$ cat src/rtl/proc_pkg.sv
// Shared definitions for the 20-bit pipelined processor.
//   DATA_W          : datapath / instruction width
//   opcode_e        : opcode encoding (OP_NOP .. OP_ST); codes 10-15 are unused
//   OPC_* / IMM_*   : instruction field bit positions
//   ex_state_e      : execute-stage sequencing states
//   sext_imm8()     : sign-extend the 8-bit immediate to DATA_W
package proc_pkg;

  localparam int DATA_W = 20;

  localparam int OPC_HI = 19;
  localparam int OPC_LO = 16;
  localparam int IMM_HI = 7;
  localparam int IMM_LO = 0;

  typedef enum logic [3:0] {
    OP_NOP  = 4'd0,
    OP_ADD  = 4'd1,
    OP_SUB  = 4'd2,
    OP_AND  = 4'd3,
    OP_OR   = 4'd4,
    OP_SLT  = 4'd5,
    OP_ADDI = 4'd6,
    OP_MUL  = 4'd7,
    OP_LD   = 4'd8,
    OP_ST   = 4'd9
  } opcode_e;

  typedef enum logic {
    ST_IDLE     = 1'b0,
    ST_MUL_BUSY = 1'b1
  } ex_state_e;

  function automatic logic [DATA_W-1:0] sext_imm8(input logic [7:0] imm);
    return {{(DATA_W-8){imm[7]}}, imm};
  endfunction

endpackage

$ cat src/rtl/ex_stage_if.sv
// ID/EX -> EX -> EX/MEM bus of the execute stage.
//   operand_a, operand_b, instruction_in : from ID/EX
//   ex_result, ex_store_data, ex_instruction : registered EX/MEM values
//   stall : high while upstream stages must hold
// Modports: master = upstream/downstream side, slave = ex_stage.
interface ex_stage_if #(
  parameter int DATA_W = proc_pkg::DATA_W
);
  logic [DATA_W-1:0] operand_a;
  logic [DATA_W-1:0] operand_b;
  logic [DATA_W-1:0] instruction_in;
  logic [DATA_W-1:0] ex_result;
  logic [DATA_W-1:0] ex_store_data;
  logic [DATA_W-1:0] ex_instruction;
  logic              stall;

  modport master (
    output operand_a, operand_b, instruction_in,
    input  ex_result, ex_store_data, ex_instruction, stall
  );

  modport slave (
    input  operand_a, operand_b, instruction_in,
    output ex_result, ex_store_data, ex_instruction, stall
  );
endinterface

$ cat src/rtl/mul_seq.sv
// Iterative shift-add multiplier datapath, one multiplier bit per cycle.
//   clock, reset : rising-edge clock, synchronous active-high reset
//   start        : load i_a (multiplicand) / i_b (multiplier), clear accumulator
//   busy         : iterations in progress
//   last         : current cycle performs the final iteration
//   product      : accumulator value being written this cycle; equals the
//                  low DATA_W bits of i_a*i_b while last is high
module mul_seq #(
  parameter int DATA_W     = 20,
  parameter int MUL_CYCLES = 20
) (
  input  logic              clock,
  input  logic              reset,
  input  logic              start,
  input  logic [DATA_W-1:0] i_a,
  input  logic [DATA_W-1:0] i_b,
  output logic              busy,
  output logic              last,
  output logic [DATA_W-1:0] product
);

  localparam int CNT_W = (MUL_CYCLES > 1) ? $clog2(MUL_CYCLES) : 1;
  localparam logic [CNT_W-1:0] CNT_LAST = CNT_W'(MUL_CYCLES - 1);

  logic [DATA_W-1:0] r_mcand;   // multiplicand, shifted left each iteration
  logic [DATA_W-1:0] r_mplier;  // multiplier, shifted right each iteration
  logic [DATA_W-1:0] r_acc;
  logic [CNT_W-1:0]  r_cnt;
  logic              r_busy;

  logic [DATA_W-1:0] w_acc_nxt;
  logic              w_last;

  // Bits shifted out of the multiplicand only affect bits above DATA_W,
  // so the truncated accumulator is the wrapped product.
  assign w_acc_nxt = r_acc + (r_mplier[0] ? r_mcand : '0);
  assign w_last    = r_busy && (r_cnt == CNT_LAST);

  always_ff @(posedge clock) begin
    if (reset) begin
      r_mcand  <= '0;
      r_mplier <= '0;
      r_acc    <= '0;
      r_cnt    <= '0;
      r_busy   <= 1'b0;
    end else if (start) begin
      r_mcand  <= i_a;
      r_mplier <= i_b;
      r_acc    <= '0;
      r_cnt    <= '0;
      r_busy   <= 1'b1;
    end else if (r_busy) begin
      r_acc    <= w_acc_nxt;
      r_mcand  <= r_mcand << 1;
      r_mplier <= r_mplier >> 1;
      if (w_last) begin
        r_cnt  <= '0;
        r_busy <= 1'b0;
      end else begin
        r_cnt  <= r_cnt + 1'b1;
      end
    end
  end

  assign busy    = r_busy;
  assign last    = w_last;
  assign product = w_acc_nxt;

endmodule

$ cat src/rtl/ex_stage.sv
// Execute stage of the 20-bit pipelined processor.
//   clock, reset : rising-edge clock, synchronous active-high reset
//   bus (ex_stage_if.slave):
//     operand_a/operand_b/instruction_in in from ID/EX
//     ex_result/ex_store_data/ex_instruction registered to EX/MEM (0 = bubble)
//     stall combinational, holds IF/ID and ID/EX during a multiply
// Build option: define EX_STAGE_MUL_EN to include the iterative multiplier
// (IDLE/MUL_BUSY FSM, mul_seq). Without it opcode 7 acts as NOP and stall
// is tied low.
module ex_stage #(
  parameter int DATA_W     = proc_pkg::DATA_W,
  parameter int MUL_CYCLES = proc_pkg::DATA_W
) (
  input  logic       clock,
  input  logic       reset,
  ex_stage_if.slave  bus
);
  import proc_pkg::*;

  if (DATA_W != 20 || MUL_CYCLES != DATA_W) begin : g_bad_cfg
    $error("ex_stage: only DATA_W = MUL_CYCLES = 20 is supported");
  end

  logic [3:0]        w_opc;
  logic [DATA_W-1:0] w_imm;
  logic [DATA_W-1:0] w_alu;
  logic              w_slt;

  logic [DATA_W-1:0] w_res_nxt;
  logic [DATA_W-1:0] w_sd_nxt;
  logic [DATA_W-1:0] w_ins_nxt;
  logic              w_stall;

  logic [DATA_W-1:0] r_result;
  logic [DATA_W-1:0] r_store;
  logic [DATA_W-1:0] r_instr;

  assign w_opc = bus.instruction_in[OPC_HI:OPC_LO];
  assign w_imm = sext_imm8(bus.instruction_in[IMM_HI:IMM_LO]);
  assign w_slt = $signed(bus.operand_a) < $signed(bus.operand_b);

  // Single-cycle ALU; MUL and unused opcodes yield 0 here.
  always_comb begin
    w_alu = '0;
    case (w_opc)
      OP_ADD:                w_alu = bus.operand_a + bus.operand_b;
      OP_SUB:                w_alu = bus.operand_a - bus.operand_b;
      OP_AND:                w_alu = bus.operand_a & bus.operand_b;
      OP_OR:                 w_alu = bus.operand_a | bus.operand_b;
      OP_SLT:                w_alu = {{(DATA_W-1){1'b0}}, w_slt};
      OP_ADDI, OP_LD, OP_ST: w_alu = bus.operand_a + w_imm;
      default:               w_alu = '0;
    endcase
  end

`ifdef EX_STAGE_MUL_EN
  ex_state_e         r_state;
  ex_state_e         w_state_nxt;
  logic              w_start;
  logic              w_busy;
  logic              w_last;
  logic [DATA_W-1:0] w_product;
  logic [DATA_W-1:0] r_mul_b;
  logic [DATA_W-1:0] r_mul_instr;

  mul_seq #(
    .DATA_W     (DATA_W),
    .MUL_CYCLES (MUL_CYCLES)
  ) u_mul_seq (
    .clock   (clock),
    .reset   (reset),
    .start   (w_start),
    .i_a     (bus.operand_a),
    .i_b     (bus.operand_b),
    .busy    (w_busy),
    .last    (w_last),
    .product (w_product)
  );

  always_comb begin
    w_state_nxt = r_state;
    w_start     = 1'b0;
    w_stall     = 1'b0;
    w_res_nxt   = w_alu;
    w_sd_nxt    = bus.operand_b;
    w_ins_nxt   = bus.instruction_in;
    case (r_state)
      ST_IDLE: begin
        if (w_opc == OP_MUL) begin
          w_start     = 1'b1;
          w_stall     = 1'b1;
          w_state_nxt = ST_MUL_BUSY;
          w_res_nxt   = '0;
          w_sd_nxt    = '0;
          w_ins_nxt   = '0;
        end
      end
      ST_MUL_BUSY: begin
        // Stall drops on the final iteration so upstream advances in
        // step with the product landing in the output registers.
        w_stall = w_busy && !w_last;
        if (w_last) begin
          w_state_nxt = ST_IDLE;
          w_res_nxt   = w_product;
          w_sd_nxt    = r_mul_b;
          w_ins_nxt   = r_mul_instr;
        end else begin
          w_res_nxt   = '0;
          w_sd_nxt    = '0;
          w_ins_nxt   = '0;
        end
      end
      default: w_state_nxt = ST_IDLE;
    endcase
    if (reset) begin
      w_stall = 1'b0;
      w_start = 1'b0;
    end
  end

  always_ff @(posedge clock) begin
    if (reset) r_state <= ST_IDLE;
    else       r_state <= w_state_nxt;
  end

  always_ff @(posedge clock) begin
    if (reset) begin
      r_mul_b     <= '0;
      r_mul_instr <= '0;
    end else if (w_start) begin
      r_mul_b     <= bus.operand_b;
      r_mul_instr <= bus.instruction_in;
    end
  end
`else
  always_comb begin
    w_stall   = 1'b0;
    w_res_nxt = w_alu;
    w_sd_nxt  = bus.operand_b;
    w_ins_nxt = bus.instruction_in;
  end
`endif

  always_ff @(posedge clock) begin
    if (reset) begin
      r_result <= '0;
      r_store  <= '0;
      r_instr  <= '0;
    end else begin
      r_result <= w_res_nxt;
      r_store  <= w_sd_nxt;
      r_instr  <= w_ins_nxt;
    end
  end

  assign bus.ex_result      = r_result;
  assign bus.ex_store_data  = r_store;
  assign bus.ex_instruction = r_instr;
  assign bus.stall          = w_stall;

endmodule

$ cat src/flat_wrapper.sv
// flat-port wrapper written by rule: the top's interface ports become plain ports
module ex_stage_flat import proc_pkg::*;
#(
  parameter int DATA_W     = proc_pkg::DATA_W,
  parameter int MUL_CYCLES = proc_pkg::DATA_W
)
  (clock, reset, bus_operand_a, bus_operand_b, bus_instruction_in, bus_ex_result, bus_ex_store_data, bus_ex_instruction, bus_stall);
  ex_stage_if #(.DATA_W(DATA_W)) bus_i ();
  input  logic clock;
  input  logic reset;
  input wire logic [$bits(bus_i.operand_a)-1:0] bus_operand_a;
  input wire logic [$bits(bus_i.operand_b)-1:0] bus_operand_b;
  input wire logic [$bits(bus_i.instruction_in)-1:0] bus_instruction_in;
  output wire logic [$bits(bus_i.ex_result)-1:0] bus_ex_result;
  output wire logic [$bits(bus_i.ex_store_data)-1:0] bus_ex_store_data;
  output wire logic [$bits(bus_i.ex_instruction)-1:0] bus_ex_instruction;
  output wire logic [$bits(bus_i.stall)-1:0] bus_stall;
  assign bus_i.operand_a = bus_operand_a;
  assign bus_i.operand_b = bus_operand_b;
  assign bus_i.instruction_in = bus_instruction_in;
  assign bus_ex_result = bus_i.ex_result;
  assign bus_ex_store_data = bus_i.ex_store_data;
  assign bus_ex_instruction = bus_i.ex_instruction;
  assign bus_stall = bus_i.stall;
  ex_stage #(.DATA_W(DATA_W), .MUL_CYCLES(MUL_CYCLES)) u_core (.clock(clock), .reset(reset), .bus(bus_i));
endmodule
$ cat config.mk
export PLATFORM = sky130hd
export DESIGN_NAME = ex_stage_flat
export DESIGN_NICKNAME = d
export VERILOG_FILES = /design/src/rtl/proc_pkg.sv /design/src/rtl/ex_stage_if.sv /design/src/rtl/mul_seq.sv /design/src/rtl/ex_stage.sv /design/src/flat_wrapper.sv
export SDC_FILE = /design/constraint.sdc
export NUM_CORES = 1
export LEC_CHECK = 0
export CAP_MARGIN = 20
export CELL_PAD_IN_SITES_DETAIL_PLACEMENT = 1
export CELL_PAD_IN_SITES_GLOBAL_PLACEMENT = 1
export CORE_MARGIN = 3
export CORE_UTILIZATION = 40
export CTS_BUF_LIST = sky130_fd_sc_hd__clkbuf_8
export CTS_CLUSTER_DIAMETER = 30
export DETAILED_ROUTE_END_ITERATION = 7
export GPL_TIMING_DRIVEN = 0
export PLACE_DENSITY = 0.93
export SYNTH_ARGS = -nofsm -noshare
export SYNTH_HDL_FRONTEND = slang
export SYNTH_SLANG_ARGS = --single-unit
$ cat constraint.sdc
create_clock -name clock -period 7.19 [get_ports clock]
set_clock_uncertainty 0.05 [all_clocks]
set_input_delay 1.438 -clock clock [delete_from_list [all_inputs] [get_ports clock]]
set_output_delay 1.438 -clock clock [all_outputs]
set_load 0.03 [all_outputs]
==> results.json <==
{
  "status": "complete, no violations",
  "post-route-util_pct": 55.1,
  "cp-end-kind": "register",
  "gp_congestion": 0.885,
  "rsz0062_at_grt": "false",
  "io_buffer_count": 118,
  "start_kind": "input port",
  "ys_seq_elements": 60,
  "drive_gt1_share_pct": 6.15,
  "routed_wl_mm": 17.2,
  "crit_fanout": 10,
  "synth_cells": 582,
  "synth_fp_nets": 726,
  "fp.dieArea_mm2": 0.0134,
  "syn_area_mm2": 0.00482,
  "grt_pass1_wl_mm": 27.0,
  "met1_length_mm": 7.31,
  "cts.sinks": 60,
  "grt_overflow": 0,
  "tns_ns": 0,
  "min_path_type": "input port to register",
  "cts.clk_slew.worst_paths_ns": 0.07,
  "hold_path.startpoint": "bus_instruction_in[19]",
  "cp_slowest_cell": "clkbuf_1",
  "crit_type": "input port to register",
  "postCtsHoldBufs": 0,
  "antenna_found_initial": 0,
  "synthArstFlopShare_pct": 0,
  "slew_viol_final": 0,
  "worstMarginPinSlew_ns": 0.747,
  "core_region_area_mm2": 0.0116,
  "routedWlPerCell_um": 20.1,
  "cap_violations": 0,
  "fp.dieW_um": 116,
  "drc": 0,
  "worst_ep_arrival_time_ns": 6.19,
  "cts_buffer_depth": 2,
  "post_cts_buffers": 0,
  "setup_viol": 0,
  "pin_count": 123,
  "cts_root_buffer": "clkbuf_8",
  "viasPerCell": 5.61,
  "yosysWarnings": 0,
  "timing.fmax_mhz": 166,
  "period_minus_slack_ns": 6.01,
  "synthFlopType": "dfxtp_1",
  "synth_edf_count": 0,
  "netlist-cell-type-count": 67,
  "post-dp-hpwl_mm": 13.5,
  "ant_nets": 0,
  "dr.pass1.iters": 4,
  "nets": 855,
  "grt_usage_pct": 26.2,
  "area_growth_pct": 32.9,
  "synth-seq-area-share_pct": 24.9,
  "max_stage_delay_ns": 0.59,
  "hold_viol_final": 0,
  "routed-wl-met3_um": 890,
  "p_leak_nw": 2.84,
  "num_vias": 4814,
  "start_util_pct": 41.5,
  "diodes": 0,
  "hold_depth": 2,
  "tritoncts": "built",
  "synth.avg_cell_area_um2": 8.28,
  "power_density_mw_per_mm2": 176,
  "grt_pass1_vias": 5292,
  "wl_met2_mm": 8.54,
  "worst_hold_slack_ns": 1.37,
  "fin_crit_sh_pct": 83.6,
  "rows": 39,
  "crit_chain": "clkdlybuf4s50_1 > and4bb_2 > a21oi_1 > clkbuf_1 > mux2_2 > ha_1 > fa_1 > a211oi_1 > o21a_1 > o21ai_2 > a41o_4 > a311oi_2 > xnor2_1 > a221oi_2 > o21ai_1",
  "ctsResizeCount": 0,
  "startpoint": "bus_instruction_in[18]",
  "drt_iter0_markers": 309,
  "htree_levels": 3,
  "max_slew_margin_pct": 50.2,
  "top_layer_used": "met4",
  "vdd_drop_max_uv": 139,
  "hold_path_end": "u_core.bus.ex_instruction[19]$_SDFF_PP0_",
  "grt_max_degree": 11,
  "crit_required_ns": 7.37,
  "numCtsBuffers": 9,
  "die_h_um": 116
}
==> critical path: cells and delay by family <==
| kind | cells | cell delay [ns] |
|---|---|---|
| muxes | 1 | 0.41 |
| AOI/OAI and AO/OA | 8 | 1.99 |
| adders and majority gates | 2 | 0.72 |
| and+or+nand+nor | 1 | 0.32 |
| xor gates and xnor gates | 1 | 0.14 |
| buffers and inverters | 2 | 1.15 |
==> registers in the layout (all words and copies together) (netlist names) <==
register                   count
u_core.bus.ex_result          20
u_core.bus.ex_instruction     20
u_core.bus.ex_store_data      20
==> cells by family (layout without fill, tap and decap cells) <==
| logic type | Yosys count | count (layout) | share of synthesized area [%] |
|---|---|---|---|
| muxes | 11 | 11 | 2.47 |
| AOI/OAI and AO/OA | 145 | 145 | 21.6 |
| buffers and inverters | 76 | 209 | 6.41 |
| and+or+nand+nor | 180 | 180 | 18.0 |
| DFF | 60 | 60 | 24.9 |
| other | 1 | 1 | 0.0778 |
| adders and majority gates | 82 | 82 | 21.6 |
| xor gates and xnor gates | 27 | 27 | 4.91 |
==> metrics by stage <==
| stage | setup slack, ns | power, mW | instances | instance area [um2] |
|---|---|---|---|---|
| finish | 1.18 | 1.12 | 858 | 6400 |
| global placement | 1.17 | 0.752 | 843 | 6180 |
| floorplan | 2.14 | 0.622 | 582 | 4820 |
| detailed placement | 0.898 | 0.772 | 843 | 6180 |
| global route | 1.04 | 1.19 | 858 | 6400 |
| CTS | 1.29 | 1.13 | 858 | 6400 |
==> placed cells by master (no fill, tap or decap), types with 8 or more instances in the layout <==
cell type        Yosys  final
a21oi_1             33     33
clkbuf_8             1     12
dfxtp_1             60     60
nor3_1              13     13
a221oi_1            12     12
clkbuf_1            17     17
o21ai_0             21     21
clkdlybuf4s50_1      0    118
nor2_1              74     74
inv_1               54     54
a21o_1              19     19
nor2b_1             26     26
xor2_1               8      8
xnor2_1             19     19
nand2_1             31     31
ha_1                80     80
==> synthesized netlist by cell type (6+ instances only) <==
cell      instances  area share, %
a21o_1           19            3.0
a21oi_1          33            3.4
a221oi_1         12            2.2
clkbuf_1         17            1.3
dfxtp_1          60             25
ha_1             80             21
inv_1            54            4.2
mux2_2            7            1.6
nand2_1          31            2.4
nand3_1           6           0.62
nor2_1           74            5.8
nor2b_1          26            3.4
nor3_1           13            1.4
o211ai_1          7            1.1
o21ai_0          21            2.2
or3_1             7           0.91
xnor2_1          19            3.5
xor2_1            8            1.5
==> worst max path at each step <==
stage,to,slack [ns],cells past startpoint
finish,u_core.bus.ex_result[18]$_SDFF_PP0_,1.18,15
CTS,u_core.bus.ex_result[18]$_SDFF_PP0_,1.29,15
detailed placement,u_core.bus.ex_result[18]$_SDFF_PP0_,0.90,15
floorplan,u_core.bus.ex_result[18]$_SDFF_PP0_,2.14,15
global placement,u_core.bus.ex_result[18]$_SDFF_PP0_,1.17,15
global route,u_core.bus.ex_result[18]$_SDFF_PP0_,1.04,16
==> metal layers <==
metal / vias to the layer above / track usage [%]
li1: 2277 / -
met1: 2326 / 30.7
met4: 0 / 11.7
met5: - / 0
met2: 173 / 46.5
met3: 38 / 5.01
==> power by group <==
group / total (mW) / internal [mW] / switching, mW
clock: 0.350 / 0.211 / 0.139
sequential: 0.355 / 0.350 / 0.00497
combinational: 0.419 / 0.178 / 0.241
total: 1.12 / 0.740 / 0.385
==> area by class of cell <==
type	count	area, um2
Clock buffer	11	151
Tap cell	143	179
Sequential cell	60	1200
Timing Repair Buffer	118	1180
Buffer	22	106
Clock inverter	4	72.6
Fill cell	1374	5210
Multi-Input combinational cell	446	3310
Inverter	54	203
(Power assumes the default switching activity.)
